<file path="src/rtl/approx_mult_pkg.sv">
// rtl/approx_mult_pkg.sv - shared constants, mode type and approximate-product helper
//
// Purpose : default parameters for approx_mult_pipe, the operand-mode enum and
//           approx_prod(), a width-generic model of the approximate product
//           (operands zero-extended into MAX_W bits).
// Contents: DEF_* defaults, DEF_PROD_W, MAX_W, mode_e, approx_prod().
package approx_mult_pkg;

    localparam int DEF_WIDTH       = 8;
    localparam int DEF_APPROX_ROWS = 6;
    localparam int DEF_STAGES      = 2;
    localparam int DEF_CNT_W       = 16;
    localparam int DEF_PROD_W      = 2 * DEF_WIDTH;

    // Widest operand approx_prod() can model.
    localparam int MAX_W = 32;

    typedef enum logic {
        MODE_EXACT  = 1'b0,
        MODE_APPROX = 1'b1
    } mode_e;

    // Rows at or above l are exact; each row pair (2k, 2k+1) below l is OR-merged
    // column by column, keeping only columns of weight >= l.
    function automatic logic [2*MAX_W-1:0] approx_prod(input logic [MAX_W-1:0] x,
                                                        input logic [MAX_W-1:0] y,
                                                        input int               l);
        logic [2*MAX_W-1:0] acc;
        logic [2*MAX_W-1:0] y_ext;
        logic [2*MAX_W-1:0] hi_mask;
        y_ext   = {{MAX_W{1'b0}}, y};
        hi_mask = ~((64'(1) << l) - 64'(1));
        acc     = (64'(x >> l) * y_ext) << l;
        for (int k = 0; k < MAX_W / 2; k++) begin
            if (2 * k < l) begin
                acc = acc + ((((y_ext << (2 * k))     & {64{1'(x >> (2 * k))}}) |
                              ((y_ext << (2 * k + 1)) & {64{1'(x >> (2 * k + 1))}})) & hi_mask);
            end
        end
        return acc;
    endfunction

endpackage

</file>
<file path="src/rtl/approx_mult_pipe_if.sv">
// rtl/approx_mult_pipe_if.sv - operand/result handshake bundle for approx_mult_pipe
//
// Purpose : groups the operand input stream and the result output stream.
// Signals : in_valid/in_ready, x, y, mode (operand side)
//           out_valid/out_ready, z, z_err (result side)
// Modports: slave  - the multiplier (consumes operands, produces results)
//           master - the operand source / result sink
interface approx_mult_pipe_if
    import approx_mult_pkg::*;
#(
    parameter int WIDTH = DEF_WIDTH
) ();

    logic               in_valid;
    logic               in_ready;
    logic [WIDTH-1:0]   x;
    logic [WIDTH-1:0]   y;
    logic               mode;
    logic               out_valid;
    logic               out_ready;
    logic [2*WIDTH-1:0] z;
    logic               z_err;

    modport slave (
        input  in_valid, x, y, mode, out_ready,
        output in_ready, out_valid, z, z_err
    );

    modport master (
        output in_valid, x, y, mode, out_ready,
        input  in_ready, out_valid, z, z_err
    );

endinterface

</file>
<file path="src/rtl/approx_pp_compress.sv">
// rtl/approx_pp_compress.sv - combinational exact/approximate product and error flag
//
// Purpose : computes exact P = x*y and approximate A, then selects by mode.
// Ports   : i_x, i_y  WIDTH operands
//           i_mode    0 = exact, 1 = approximate
//           o_z       2*WIDTH selected product
//           o_z_err   high when approximate mode and A != P
module approx_pp_compress
    import approx_mult_pkg::*;
#(
    parameter int WIDTH       = DEF_WIDTH,
    parameter int APPROX_ROWS = DEF_APPROX_ROWS
) (
    input  logic [WIDTH-1:0]   i_x,
    input  logic [WIDTH-1:0]   i_y,
    input  logic               i_mode,
    output logic [2*WIDTH-1:0] o_z,
    output logic               o_z_err
);

    localparam int PW = 2 * WIDTH;
    localparam int L  = APPROX_ROWS;

    // Columns below weight L are discarded in the approximated rows.
    localparam logic [PW-1:0] HI_MASK = ~((PW'(1) << L) - PW'(1));

    logic [PW-1:0] w_y_ext;
    logic [PW-1:0] w_exact;
    logic [PW-1:0] w_approx;

    assign w_y_ext = PW'(i_y);
    assign w_exact = PW'(i_x) * w_y_ext;

    // Upper rows multiply exactly; each low row pair becomes one OR-merged row.
    always_comb begin
        w_approx = (PW'(i_x >> L) * w_y_ext) << L;
        for (int k = 0; k < L / 2; k++) begin
            w_approx = w_approx +
                ((((w_y_ext << (2 * k))     & {PW{1'(i_x >> (2 * k))}}) |
                  ((w_y_ext << (2 * k + 1)) & {PW{1'(i_x >> (2 * k + 1))}})) & HI_MASK);
        end
    end

    assign o_z     = (i_mode == MODE_APPROX) ? w_approx : w_exact;
    assign o_z_err = (i_mode == MODE_APPROX) && (w_approx != w_exact);

endmodule

</file>
<file path="src/rtl/approx_mult_pipe.sv">
// rtl/approx_mult_pipe.sv - pipelined approximate multiplier with error-event counter
//
// Purpose : STAGES-deep valid/data pipeline around approx_pp_compress with
//           per-stage backpressure, plus a saturating count of delivered
//           results whose approximation changed the product.
// Ports   : clk, rst      clock, asynchronous active-high reset
//           bus (slave)   operand stream in, result stream out
//           cnt_clr       synchronous clear of err_count (wins over increment)
//           err_count     saturating CNT_W-bit error-event count
module approx_mult_pipe
    import approx_mult_pkg::*;
#(
    parameter int WIDTH       = DEF_WIDTH,
    parameter int APPROX_ROWS = DEF_APPROX_ROWS,
    parameter int STAGES      = DEF_STAGES,
    parameter int CNT_W       = DEF_CNT_W
) (
    input  logic              clk,
    input  logic              rst,
    approx_mult_pipe_if.slave bus,
    input  logic              cnt_clr,
    output logic [CNT_W-1:0]  err_count
);

    localparam int PW = 2 * WIDTH;
    localparam logic [CNT_W-1:0] CNT_MAX = '1;

    logic [STAGES-1:0] r_valid;
    logic [STAGES-1:0] r_err;
    logic [PW-1:0]     r_z [STAGES];
    logic [CNT_W-1:0]  r_cnt;

    logic [STAGES-1:0] w_load;
    logic              w_chain;
    logic [PW-1:0]     w_z0;
    logic              w_z_err0;
    logic              w_fire;

    approx_pp_compress #(
        .WIDTH       (WIDTH),
        .APPROX_ROWS (APPROX_ROWS)
    ) u_compress (
        .i_x     (bus.x),
        .i_y     (bus.y),
        .i_mode  (bus.mode),
        .o_z     (w_z0),
        .o_z_err (w_z_err0)
    );

    // A stage may load when it is empty or its contents move on this cycle;
    // the chain runs from out_ready back to in_ready so bubbles collapse.
    always_comb begin
        w_chain = bus.out_ready;
        w_load  = '0;
        for (int k = STAGES - 1; k >= 0; k--) begin
            w_chain   = !r_valid[k] | w_chain;
            w_load[k] = w_chain;
        end
    end

    assign bus.in_ready  = w_load[0];
    assign bus.out_valid = r_valid[STAGES-1];
    assign bus.z         = r_z[STAGES-1];
    assign bus.z_err     = r_err[STAGES-1];
    assign w_fire        = r_valid[STAGES-1] & bus.out_ready;
    assign err_count     = r_cnt;

    // Data registers only move with a valid entry, so a stalled or empty
    // stage keeps its last value instead of tracking the operand bus.
    always_ff @(posedge clk or posedge rst) begin
        if (rst) begin
            r_valid <= '0;
            r_err   <= '0;
            for (int k = 0; k < STAGES; k++) begin
                r_z[k] <= '0;
            end
        end else begin
            if (w_load[0]) begin
                r_valid[0] <= bus.in_valid;
                if (bus.in_valid) begin
                    r_z[0]   <= w_z0;
                    r_err[0] <= w_z_err0;
                end
            end
            for (int k = 1; k < STAGES; k++) begin
                if (w_load[k]) begin
                    r_valid[k] <= r_valid[k-1];
                    if (r_valid[k-1]) begin
                        r_z[k]   <= r_z[k-1];
                        r_err[k] <= r_err[k-1];
                    end
                end
            end
        end
    end

    always_ff @(posedge clk or posedge rst) begin
        if (rst) begin
            r_cnt <= '0;
        end else if (cnt_clr) begin
            r_cnt <= '0;
        end else if (w_fire && r_err[STAGES-1] && (r_cnt != CNT_MAX)) begin
            r_cnt <= r_cnt + 1'b1;
        end
    end

endmodule
</file>
<file path="src/flat_wrapper.sv">
// flat-port wrapper written by rule: the top's interface ports become plain ports
module approx_mult_pipe_flat import approx_mult_pkg::*;
#(
    parameter int WIDTH       = DEF_WIDTH,
    parameter int APPROX_ROWS = DEF_APPROX_ROWS,
    parameter int STAGES      = DEF_STAGES,
    parameter int CNT_W       = DEF_CNT_W
)
  (clk, rst, cnt_clr, err_count, bus_in_valid, bus_x, bus_y, bus_mode, bus_out_ready, bus_in_ready, bus_out_valid, bus_z, bus_z_err);
  approx_mult_pipe_if #(.WIDTH(WIDTH)) bus_i ();
  input  logic clk;
  input  logic rst;
  input  logic cnt_clr;
  output logic [CNT_W-1:0] err_count;
  input wire logic [$bits(bus_i.in_valid)-1:0] bus_in_valid;
  input wire logic [$bits(bus_i.x)-1:0] bus_x;
  input wire logic [$bits(bus_i.y)-1:0] bus_y;
  input wire logic [$bits(bus_i.mode)-1:0] bus_mode;
  input wire logic [$bits(bus_i.out_ready)-1:0] bus_out_ready;
  output wire logic [$bits(bus_i.in_ready)-1:0] bus_in_ready;
  output wire logic [$bits(bus_i.out_valid)-1:0] bus_out_valid;
  output wire logic [$bits(bus_i.z)-1:0] bus_z;
  output wire logic [$bits(bus_i.z_err)-1:0] bus_z_err;
  assign bus_i.in_valid = bus_in_valid;
  assign bus_i.x = bus_x;
  assign bus_i.y = bus_y;
  assign bus_i.mode = bus_mode;
  assign bus_i.out_ready = bus_out_ready;
  assign bus_in_ready = bus_i.in_ready;
  assign bus_out_valid = bus_i.out_valid;
  assign bus_z = bus_i.z;
  assign bus_z_err = bus_i.z_err;
  approx_mult_pipe #(.WIDTH(WIDTH), .APPROX_ROWS(APPROX_ROWS), .STAGES(STAGES), .CNT_W(CNT_W)) u_core (.clk(clk), .rst(rst), .bus(bus_i), .cnt_clr(cnt_clr), .err_count(err_count));
endmodule
</file>
<file path="config.mk">
export PLATFORM = sky130hd
export DESIGN_NAME = approx_mult_pipe_flat
export DESIGN_NICKNAME = d
export VERILOG_FILES = /design/src/rtl/approx_mult_pkg.sv /design/src/rtl/approx_mult_pipe_if.sv /design/src/rtl/approx_pp_compress.sv /design/src/rtl/approx_mult_pipe.sv /design/src/flat_wrapper.sv
export SDC_FILE = /design/constraint.sdc
export NUM_CORES = 1
export LEC_CHECK = 0
export ABC_AREA = 1
export BUFFER_PORTS_ARGS = -buffer_cell sky130_fd_sc_hd__clkbuf_2
export CORE_MARGIN = 8
export CORE_UTILIZATION = 30
export CTS_CLUSTER_DIAMETER = 120
export DETAILED_ROUTE_END_ITERATION = 6
export HOLD_SLACK_MARGIN = 0.08
export PLACE_DENSITY_LB_ADDON = 0.15
export REMOVE_ABC_BUFFERS = 1
export SLEW_MARGIN = 20
export SYNTH_ARGS = -nofsm -noshare
export SYNTH_HDL_FRONTEND = slang
export SYNTH_HIERARCHICAL = 1
export SYNTH_SLANG_ARGS = --single-unit
</file>
<file path="constraint.sdc">
create_clock -name clk -period 1.5 [get_ports clk]
set_input_delay 0.375 -clock clk [delete_from_list [all_inputs] [get_ports clk]]
set_output_delay 0.375 -clock clk [all_outputs]
set_load 0.02 [all_outputs]
</file>
==> impl_metrics.py, run 1 <==
metrics = {
    "drt": {
        "ant_nets": 0,
        "dr.pass1.iters": 4,
        "routed_wl_um": 17000,
        "drc": 0,
        "wire_per_inst_um": 12.3,
        "drt-initial-drc-count": 206,
        "vias_per_cell": 4.34,
        "num_vias": 6004,
    },
    "floorplanning": {
        "io_pins": 57,
        "initial_core_util": 0.307,
        "die_h_um": 163,
        "rows": 53,
        "die-area_mm2": 0.0266,
        "die_w_um": 163,
        "core_area_mm2": 0.0211,
    },
    "clock_network": {
        "cts_tree": "built",
        "clk_path_buf_depth": 2,
        "cts_max_level": 2,
        "cts_buffers": 5,
        "clkTransAtPathRegs_ns": 0.07,
        "cts_num_sinks": 52,
        "insertion_delay_ns": 0.29,
        "cts_root_buf": "clkbuf_16",
    },
    "sta": {
        "max_slew.worst_pin.slew_ns": 0.492,
        "whs_ns": 0.379,
        "min_period_ns": 4.18,
        "slew_headroom": 0.672,
        "rsz0062_at_grt": "true",
        "skew_ns": 0.00637,
        "hold_viol": 0,
        "period_share": 2.79,
        "fmax_mhz": 239,
        "setup_violations": 29,
        "fin_tns_setup_ns": -31.04,
        "setup_ws_ns": -2.68,
        "maxSlewViolCount": 0,
    },
    "critical_path": {
        "cp.arrival_ns": 4.35,
        "ff2ff_setup_slack_ns": -0.05,
        "crit_type": "in -> reg",
        "path_max_fanout": 5,
        "cp-start-kind": "input pin",
        "required_ns": 1.67,
        "end_kind": "register",
    },
    "placed_design": {
        "io_buffers": 56,
        "post_dp_cell_area_mm2": 0.00820,
        "place_congestion": 0.824,
        "dp_hpwl_um": 14300,
    },
    "run_status": {
        "violations": "setup timing",
        "status": "finished, violations left",
    },
    "logic_synthesis": {
        "avgSynthCellArea_um2": 7.17,
        "netlist_instances": 904,
        "yosys.area.top_type": "dfrtp_1",
        "ys_types": 31,
        "synth_area_leaders": "dfrtp_1 (20%), nand2_1 (15%), fa_1 (14%)",
        "yosysSeqAreaShare": 0.201,
        "yosysTopAreaCellShare": 0.201,
        "yosysWarnings": 6,
        "synthesis.area_mm2": 0.00648,
        "ys_ff_latch": 52,
    },
    "finish": {
        "fillerInstances": 2155,
        "syn2layout_area_growth_pct": 43.9,
        "diodes": 0,
        "final_layout_size_suffix_gt1_frac": 0.395,
        "fin_area_mm2": 0.00933,
        "fin_nets": 1241,
    },
    "power_and_ir_drop": {
        "p_total_w": 0.0127,
        "peakVddDrop_uv": 688,
        "powerDensity_mw_per_mm2": 1360,
        "p_leak_nw": 5.33,
    },
    "global_route": {
        "gr-total-overflow": 0,
        "antenna_found_initial": 0,
        "grt_pass1_wl_um": 29000,
        "track_usage": 0.131,
        "grt_max_degree": 45,
        "grt_pass1_vias": 6173,
    },
    "min_path": {
        "hold_path_class": "in -> reg",
    },
    "flow_run": {
        "drv_cap": 0,
    },
}
## flip-flops by register name (all words and copies together) (netlist names)
register / flops
u_core/bus.z: 16
u_core/r_z: 16
u_core/r_err: 2
u_core/r_valid: 2
u_core/err_count: 16
## per-layer routing
layer	routed length, um	vias to the layer above	track usage
li1	-	3152	-
met1	7930	2753	0.164
met2	8340	82	0.236
met3	448	17	0.0126
met4	276	0	0.0384
met5	0	-	0
## cells in the final DEF (no fill, tap or decap), types with 2 or more instances in the layout
master and n:
xor2_1 9, clkbuf_16 9, nor2_4 7, a21oi_4 2
fa_2 5, nand3_1 53, o21ai_0 9, bufinv_16 2
fa_1 40, or2_2 2, clkbuf_2 41, buf_4 159
inv_2 31, nand2_4 14, nand3b_1 4, o21ai_2 2
dfrtp_1 52, ha_4 16, clkbuf_8 5, nand4_1 17
nor2_2 7, buf_6 18, o21bai_1 3, inv_1 171
a21oi_2 2, xor2_2 2, a21oi_1 13, nand2_1 209
buf_8 2, mux2_4 6, nor2_1 39, ha_2 3
buf_2 2, mux2_2 26, nand2_2 51, nand3_2 13
buf_12 3, ha_1 46, nand3_4 4
## timing repair
action | 4_1_cts | 5_1_grt
hold buffers | 1 | 0
gates resized for setup | 147 | 76
buffers inserted | 6 | 4
pin swaps | 60 | 49
setup endpoints to repair | 31 | 32
gates cloned | 1 | 0
endpoints found under the hold margin | 8 | 0
## final timing paths
path / end / start / cells after the start
min in group asynchronous: u_core/err_count[5] / rst / 3
worst max register to register: u_core/err_count[13] / u_core/err_count[1] / 9
worst min-delay path: u_core/r_valid[1] / bus_out_ready / 4
worst min register to register: u_core/bus.z[14] / u_core/bus.z[14] / 2
max in group asynchronous: u_core/bus.z[13] / rst / 4
worst max-delay path: u_core/r_err[0] / bus_x[4] / 26
## synth_stat cells (all sizes together)
cell type	count
a21boi	1
a21o	1
a21oi	17
a31oi	1
buf	22
clkbuf	17
dfrtp	52
fa	45
ha	65
inv	202
mux2	32
nand2	274
nand3	70
nand3b	4
nand4	17
nor2	53
nor3	1
o21ai	12
o21bai	3
or2	2
xnor2	2
xor2	11
## cells by family after synthesis
kind of cell / synth area share
AOI/OAI and AO/OA: 0.0297
DFF: 0.201
muxes: 0.0556
adders and majority gates: 0.264
and+or+nand+nor: 0.280
buffers and inverters: 0.152
xor gates and xnor gates: 0.0176
## power breakdown
group          internal, W  switching (W)
Sequential         0.00178       0.000208
Combinational      0.00449        0.00477
Clock             0.000946       0.000490
Total              0.00722        0.00547
## final cells by class
type                    count  area (um2)  share of cell area
clock buffers               5         125              0.0134
well taps                 275         344              0.0369
multi-input cells         612        4860               0.520
repair buffers            236        1890               0.202
inverters                 202         758              0.0812
clock inverters             2        60.1             0.00644
flip-flops and latches     52        1300               0.139
## worst max-delay path: stages
cell and delay, ns:
clkbuf_16 0.14, nand2_4 0.05, inv_2 0.04, fa_1 0.52, inv_1 0.05, fa_1 0.52
inv_2 0.04, fa_1 0.47, inv_1 0.05, fa_1 0.52, inv_2 0.05, ha_4 0.27
nand2_4 0.08, inv_2 0.05, nand3_4 0.09, buf_4 0.11, nand3_1 0.08, nand3_1 0.10
nand2_1 0.06, inv_1 0.06, nand3_2 0.07, nor2_1 0.10, nand2_1 0.05, nor2_1 0.09
nor2_1 0.05, mux2_4 0.28
## through the flow
step | cells | setup slack (ns) | util
after floorplan | 865 | -2.77 | -
after global placement | 1367 | -3.26 | 0.389
after detailed placement | 1367 | -3.25 | 0.389
after CTS | 1381 | -2.65 | 0.429
after global routing | 1384 | -2.87 | 0.443
final | 1384 | -2.68 | 0.443
No activity file was read; power rests on OpenSTA's default activity.
==> run 2, diff against run 1 <==
--- a/config.mk
+++ b/config.mk
@@ -7,6 +7,7 @@
 export LEC_CHECK = 0
 export ABC_AREA = 1
 export BUFFER_PORTS_ARGS = -buffer_cell sky130_fd_sc_hd__clkbuf_2
+export CORE_ASPECT_RATIO = 2
 export CORE_MARGIN = 8
 export CORE_UTILIZATION = 30
 export CTS_CLUSTER_DIAMETER = 120
@@ -14,7 +15,8 @@
 export HOLD_SLACK_MARGIN = 0.08
 export PLACE_DENSITY_LB_ADDON = 0.15
 export REMOVE_ABC_BUFFERS = 1
-export SLEW_MARGIN = 20
+export SETUP_SLACK_MARGIN = 0.3
+export SLEW_MARGIN = 15
 export SYNTH_ARGS = -nofsm -noshare
 export SYNTH_HDL_FRONTEND = slang
 export SYNTH_HIERARCHICAL = 1
==> impl_metrics.py, run 2 (synthesis gave the netlist of run 1 again) <==
metrics = {
    "run_status": {
        "status": "finished, violations left",
        "violations": "setup timing",
    },
    "finish": {
        "final_cell_mix": "nand2_1 (195), inv_1 (168), buf_4 (166)",
        "syn2layout_area_growth_pct": 57.9,
        "diodes": 0,
        "final_layout_size_suffix_gt1_frac": 0.436,
        "final_cells": 1415,
        "fin_nets": 1273,
        "final_common_cell": "nand2_1",
    },
    "power_and_ir_drop": {
        "peakVddDrop_uv": 486,
        "p_leak_nw": 5.77,
        "powerDensity_mw_per_mm2": 1340,
    },
    "critical_path": {
        "cp-endpoint": "u_core/r_z[28]",
        "crit_type": "in -> reg",
        "cp.arrival_ns": 4.32,
        "path_max_fanout": 6,
        "r2r-start": "u_core/err_count[1]",
        "cp-start-kind": "input pin",
        "ff2ff_setup_slack_ns": -0.13,
        "crit_start": "bus_y[4]",
        "required_ns": 1.69,
        "ff2ff_path_depth": 10,
        "r2r_end": "u_core/err_count[12]",
        "end_kind": "register",
    },
    "global_route": {
        "gr-total-overflow": 0,
        "grt_max_degree": 34,
        "track_usage": 0.147,
        "antenna_found_initial": 0,
        "grt_pass1_vias": 6710,
        "grt_pass1_wl_um": 31500,
    },
    "drt": {
        "met2WireLength_um": 12500,
        "vias_per_cell": 4.42,
        "met1_length_um": 6320,
        "routed_wl_um": 19900,
        "num_vias": 6255,
        "wl_met3_um": 298,
        "ant_nets": 0,
        "dr.pass1.iters": 4,
        "wire_per_inst_um": 14.0,
        "drc": 0,
        "drt-initial-drc-count": 226,
        "top_layer": "met4",
    },
    "clock_network": {
        "insertion_delay_ns": 0.30,
        "cts_buffers": 5,
        "cts_tree": "built",
        "clk_path_buf_depth": 2,
        "clkTransAtPathRegs_ns": 0.07,
        "cts_root_buf": "clkbuf_16",
        "cts_max_level": 2,
        "cts_num_sinks": 52,
    },
    "sta": {
        "period_share": 2.76,
        "fmax_mhz": 242,
        "hold_viol": 0,
        "max_slew.worst_pin.slew_ns": 0.463,
        "rsz0062_at_grt": "true",
        "setup_violations": 30,
        "whs_ns": 0.0952,
        "fin_tns_setup_ns": -32.20,
        "slew_headroom": 0.691,
        "min_period_ns": 4.13,
        "skew_ns": 0.00852,
        "maxSlewViolCount": 0,
        "setup_ws_ns": -2.63,
    },
    "floorplanning": {
        "core_area_mm2": 0.0214,
        "die-area_mm2": 0.0269,
        "io_pins": 57,
        "die_w_um": 120,
        "die_h_um": 224,
        "rows": 76,
        "initial_core_util": 0.303,
    },
    "flow_run": {
        "drv_cap": 0,
    },
    "placed_design": {
        "dp_cells": 1350,
        "place_ws_ns": -3.32,
        "dp_hpwl_um": 16100,
        "io_buffers": 56,
        "place_congestion": 0.836,
    },
    "min_path": {
        "hold_path_class": "in -> async",
    },
}
## run 2: cell types whose count changed in the layout (fill, tap and decap cells not counted), sizes merged
cell	change
clkinvlp	+1
clkbuf	-13
bufinv	-2
buf	+46
inv	+1
clkinv	+1
dlygate4sd3	-1
## run 2: repair_timing
| action | in CTS | in global routing |
|---|---|---|
| hold buffers | 0 | 0 |
| buffers inserted | 29 | 24 |
| setup endpoints to repair | 84 | 85 |
| pin swaps | 102 | 46 |
| gates cloned | 2 | 2 |
| resized for setup | 282 | 111 |
## run 2: worst min path at each step
| stage | cells after the start | slack (ns) | end |
|---|---|---|---|
| after floorplan | 1 | 0.48 | u_core/bus.z[0] |
| after CTS | 3 | 0.11 | u_core/err_count[15] |
| after detailed placement | 3 | 0.43 | u_core/err_count[15] |
| final | 3 | 0.1 | u_core/err_count[15] |
| after global placement | 3 | 0.43 | u_core/err_count[15] |
| after global routing | 3 | 0.13 | u_core/err_count[15] |
## run 2: layout make-up
cell class	instances	area, um2
Clock inverter	3	27.5
Timing Repair Buffer	268	2620
Tap cell	273	342
Clock buffer	5	125
Fill cell	2134	11200
Inverter	202	766
Multi-Input combinational cell	612	5060
Sequential cell	52	1300
## run 2: critical path, stage by stage
cell,delay [ns]
clkbuf_16,0.14
nand2_4,0.07
inv_2,0.04
fa_1,0.52
inv_1,0.05
fa_1,0.48
inv_2,0.04
fa_1,0.47
inv_1,0.05
fa_1,0.49
inv_2,0.05
ha_4,0.31
nand2_4,0.09
nor2_4,0.13
nand2_4,0.07
nand3_4,0.09
nand2_4,0.08
nand2_4,0.07
nand2_2,0.07
buf_4,0.13
buf_4,0.12
nand3_1,0.05
o21ai_0,0.09
mux2_2,0.27
## run 2: per-stage QoR
| step | power, W | instance area (um2) | util |
|---|---|---|---|
| 5_1_grt | 0.0149 | 10200 | 0.478 |
| 3_5_place_dp | 0.00929 | 8080 | 0.377 |
| 6_report | 0.0137 | 10200 | 0.478 |
| 3_3_place_gp | 0.00923 | 8080 | 0.377 |
| 2_1_floorplan | 0.00631 | 6260 | - |
| 4_1_cts | 0.0130 | 9640 | 0.450 |
## run 2: per-layer routing
metal | vias to the layer above | global-route usage
met3 | 38 | 0.00681
li1 | 3200 | -
met5 | - | 0
met2 | 92 | 0.325
met4 | 0 | 0.0766
met1 | 2925 | 0.121
## run 2: power breakdown
group          internal [W]  total, W  switching [W]
logic               0.00540    0.0105        0.00511
clock network      0.000634   0.00120       0.000568
registers           0.00178   0.00203       0.000255
total               0.00781    0.0137        0.00593
==> run 3, diff against run 2 <==
--- a/config.mk
+++ b/config.mk
@@ -11,9 +11,9 @@
 export CORE_MARGIN = 8
 export CORE_UTILIZATION = 30
 export CTS_CLUSTER_DIAMETER = 120
+export CTS_CLUSTER_SIZE = 14
 export DETAILED_ROUTE_END_ITERATION = 6
 export HOLD_SLACK_MARGIN = 0.08
-export PLACE_DENSITY_LB_ADDON = 0.15
 export REMOVE_ABC_BUFFERS = 1
 export SETUP_SLACK_MARGIN = 0.3
 export SLEW_MARGIN = 15
==> impl_metrics.py, run 3 (synthesis gave the netlist of run 1 again) <==
metrics = {
    "power_and_ir_drop": {
        "p_leak_nw": 5.70,
        "powerDensity_mw_per_mm2": 1310,
        "peakVddDrop_uv": 611,
    },
    "global_route": {
        "track_usage": 0.144,
        "use_met2": 0.312,
        "grt_use_met3": 0.00984,
        "grt_pass1_wl_um": 31100,
        "antenna_found_initial": 0,
        "gr-total-overflow": 0,
        "grt_pass1_vias": 6666,
        "grt_max_degree": 23,
        "met1_usage": 0.119,
        "top_usage_layer": "met2",
    },
    "finish": {
        "fin_nets": 1273,
        "fin_area_mm2": 0.0102,
        "final_cell_mix": "nand2_1 (216), inv_1 (170), buf_4 (168)",
        "final_common_cell": "nand2_1",
        "final_util": 0.475,
        "diodes": 0,
        "final_layout_size_suffix_gt1_frac": 0.410,
        "syn2layout_area_growth_pct": 56.7,
    },
    "critical_path": {
        "end_kind": "register",
        "required_ns": 1.67,
        "r2r-start": "u_core/err_count[0]",
        "cp-start-kind": "input pin",
        "cp.arrival_ns": 4.33,
        "crit_type": "in -> reg",
        "ff2ff_path_depth": 10,
        "r2r_end": "u_core/err_count[6]",
        "path_max_fanout": 5,
        "ff2ff_setup_slack_ns": -0.14,
    },
    "min_path": {
        "holdPathEnd": "u_core/r_valid[1]",
        "worstHoldStart": "bus_out_ready",
        "hold_path_class": "in -> reg",
        "hold_depth": 4,
    },
    "clock_network": {
        "insertion_delay_ns": 0.30,
        "clkTransAtPathRegs_ns": 0.06,
        "cts_buffers": 5,
        "cts_max_level": 2,
        "cts_tree": "built",
        "cts_root_buf": "clkbuf_16",
        "cts_num_sinks": 52,
        "clk_path_buf_depth": 2,
    },
    "drt": {
        "ant_nets": 0,
        "num_vias": 6425,
        "drc": 0,
        "routed_wl_um": 19700,
        "dr.pass1.iters": 4,
        "wire_per_inst_um": 13.9,
        "vias_per_cell": 4.54,
        "drt-initial-drc-count": 245,
    },
    "sta": {
        "rsz0062_at_grt": "true",
        "setup_ws_ns": -2.66,
        "period_share": 2.77,
        "maxSlewViolCount": 0,
        "hold_viol": 0,
        "min_period_ns": 4.16,
        "setup_violations": 32,
        "slew_headroom": 0.720,
        "fmax_mhz": 240,
        "max_slew.worst_pin.slew_ns": 0.419,
        "skew_ns": 0.0117,
    },
    "run_status": {
        "status": "finished, violations left",
        "violations": "setup timing",
    },
    "floorplanning": {
        "die_w_um": 120,
        "rows": 76,
        "io_pins": 57,
        "die_h_um": 224,
        "initial_core_util": 0.303,
        "die-area_mm2": 0.0269,
        "core_area_mm2": 0.0214,
    },
    "placed_design": {
        "place_congestion": 0.873,
        "io_buffers": 56,
        "post_dp_cell_area_mm2": 0.00815,
        "dp_hpwl_um": 15500,
        "place_ws_ns": -3.30,
    },
    "flow_run": {
        "drv_cap": 0,
    },
}
-- run 3: timing repair --
item / in CTS / in global routing
gates cloned: 2 / 2
endpoints found under the hold margin: 10 / 0
hold buffers: 1 / 0
setup endpoints to repair: 84 / 85
resized for setup: 246 / 116
pin swaps: 75 / 56
buffers inserted: 21 / 25
-- run 3: final cells by class --
type / count / area, um2
Sequential cell: 52 / 1300
Clock inverter: 3 / 42.5
Clock buffer: 5 / 125
Inverter: 202 / 761
Fill cell: 2043 / 11200
Timing Repair Buffer: 268 / 2620
Multi-Input combinational cell: 612 / 4970
Tap cell: 273 / 342
-- run 3: routing by layer --
metal  vias to the layer above  wire [um]
met5                         -          0
met4                         0        890
met3                        51        431
met2                       122      12200
met1                      3042       6230
li1                       3210          -
-- run 3: worst max-delay path by stage --
stage / startpoint / end / depth (start not counted)
3_5_place_dp: bus_x[3] / u_core/r_err[0] / 24
6_report: bus_x[3] / u_core/r_err[0] / 22
4_1_cts: bus_y[2] / u_core/r_err[0] / 26
5_1_grt: bus_y[2] / u_core/r_err[0] / 25
3_3_place_gp: bus_y[7] / u_core/r_err[0] / 22
2_1_floorplan: bus_x[3] / u_core/r_err[0] / 24
-- run 3: through the flow --
step | total power, W | TNS (ns) | hold slack, ns | cells
CTS | 0.0123 | -31.88 | 0.427 | 1388
detailed placement | 0.00921 | -40.90 | 0.335 | 1356
floorplan | 0.00631 | -40.78 | 0.475 | 865
finish | 0.0133 | -31.62 | 0.457 | 1415
global placement | 0.00906 | -39.91 | 0.332 | 1356
global route | 0.0144 | -35.05 | 0.469 | 1415
-- run 3: report_power, final --
group | internal, W | switching [W] | total, W
clock | 0.000785 | 0.000531 | 0.00132
combinational | 0.00501 | 0.00489 | 0.00990
sequential | 0.00178 | 0.000269 | 0.00205
-- run 3: worst max-delay path, cell delays in order --
cell and delay [ns]:
clkbuf_8 0.14, buf_6 0.13, nand2_1 0.06, inv_2 0.04
fa_2 0.38, fa_1 0.53, inv_1 0.05, fa_1 0.46
fa_1 0.50, inv_2 0.05, ha_4 0.28, a21oi_4 0.20
nand3_2 0.11, nand3_1 0.10, nand3_1 0.09, nor2_2 0.16
nand2_1 0.08, nor2_1 0.11, nand2_1 0.06, nor2_1 0.09
nor2_1 0.05, mux2_4 0.28
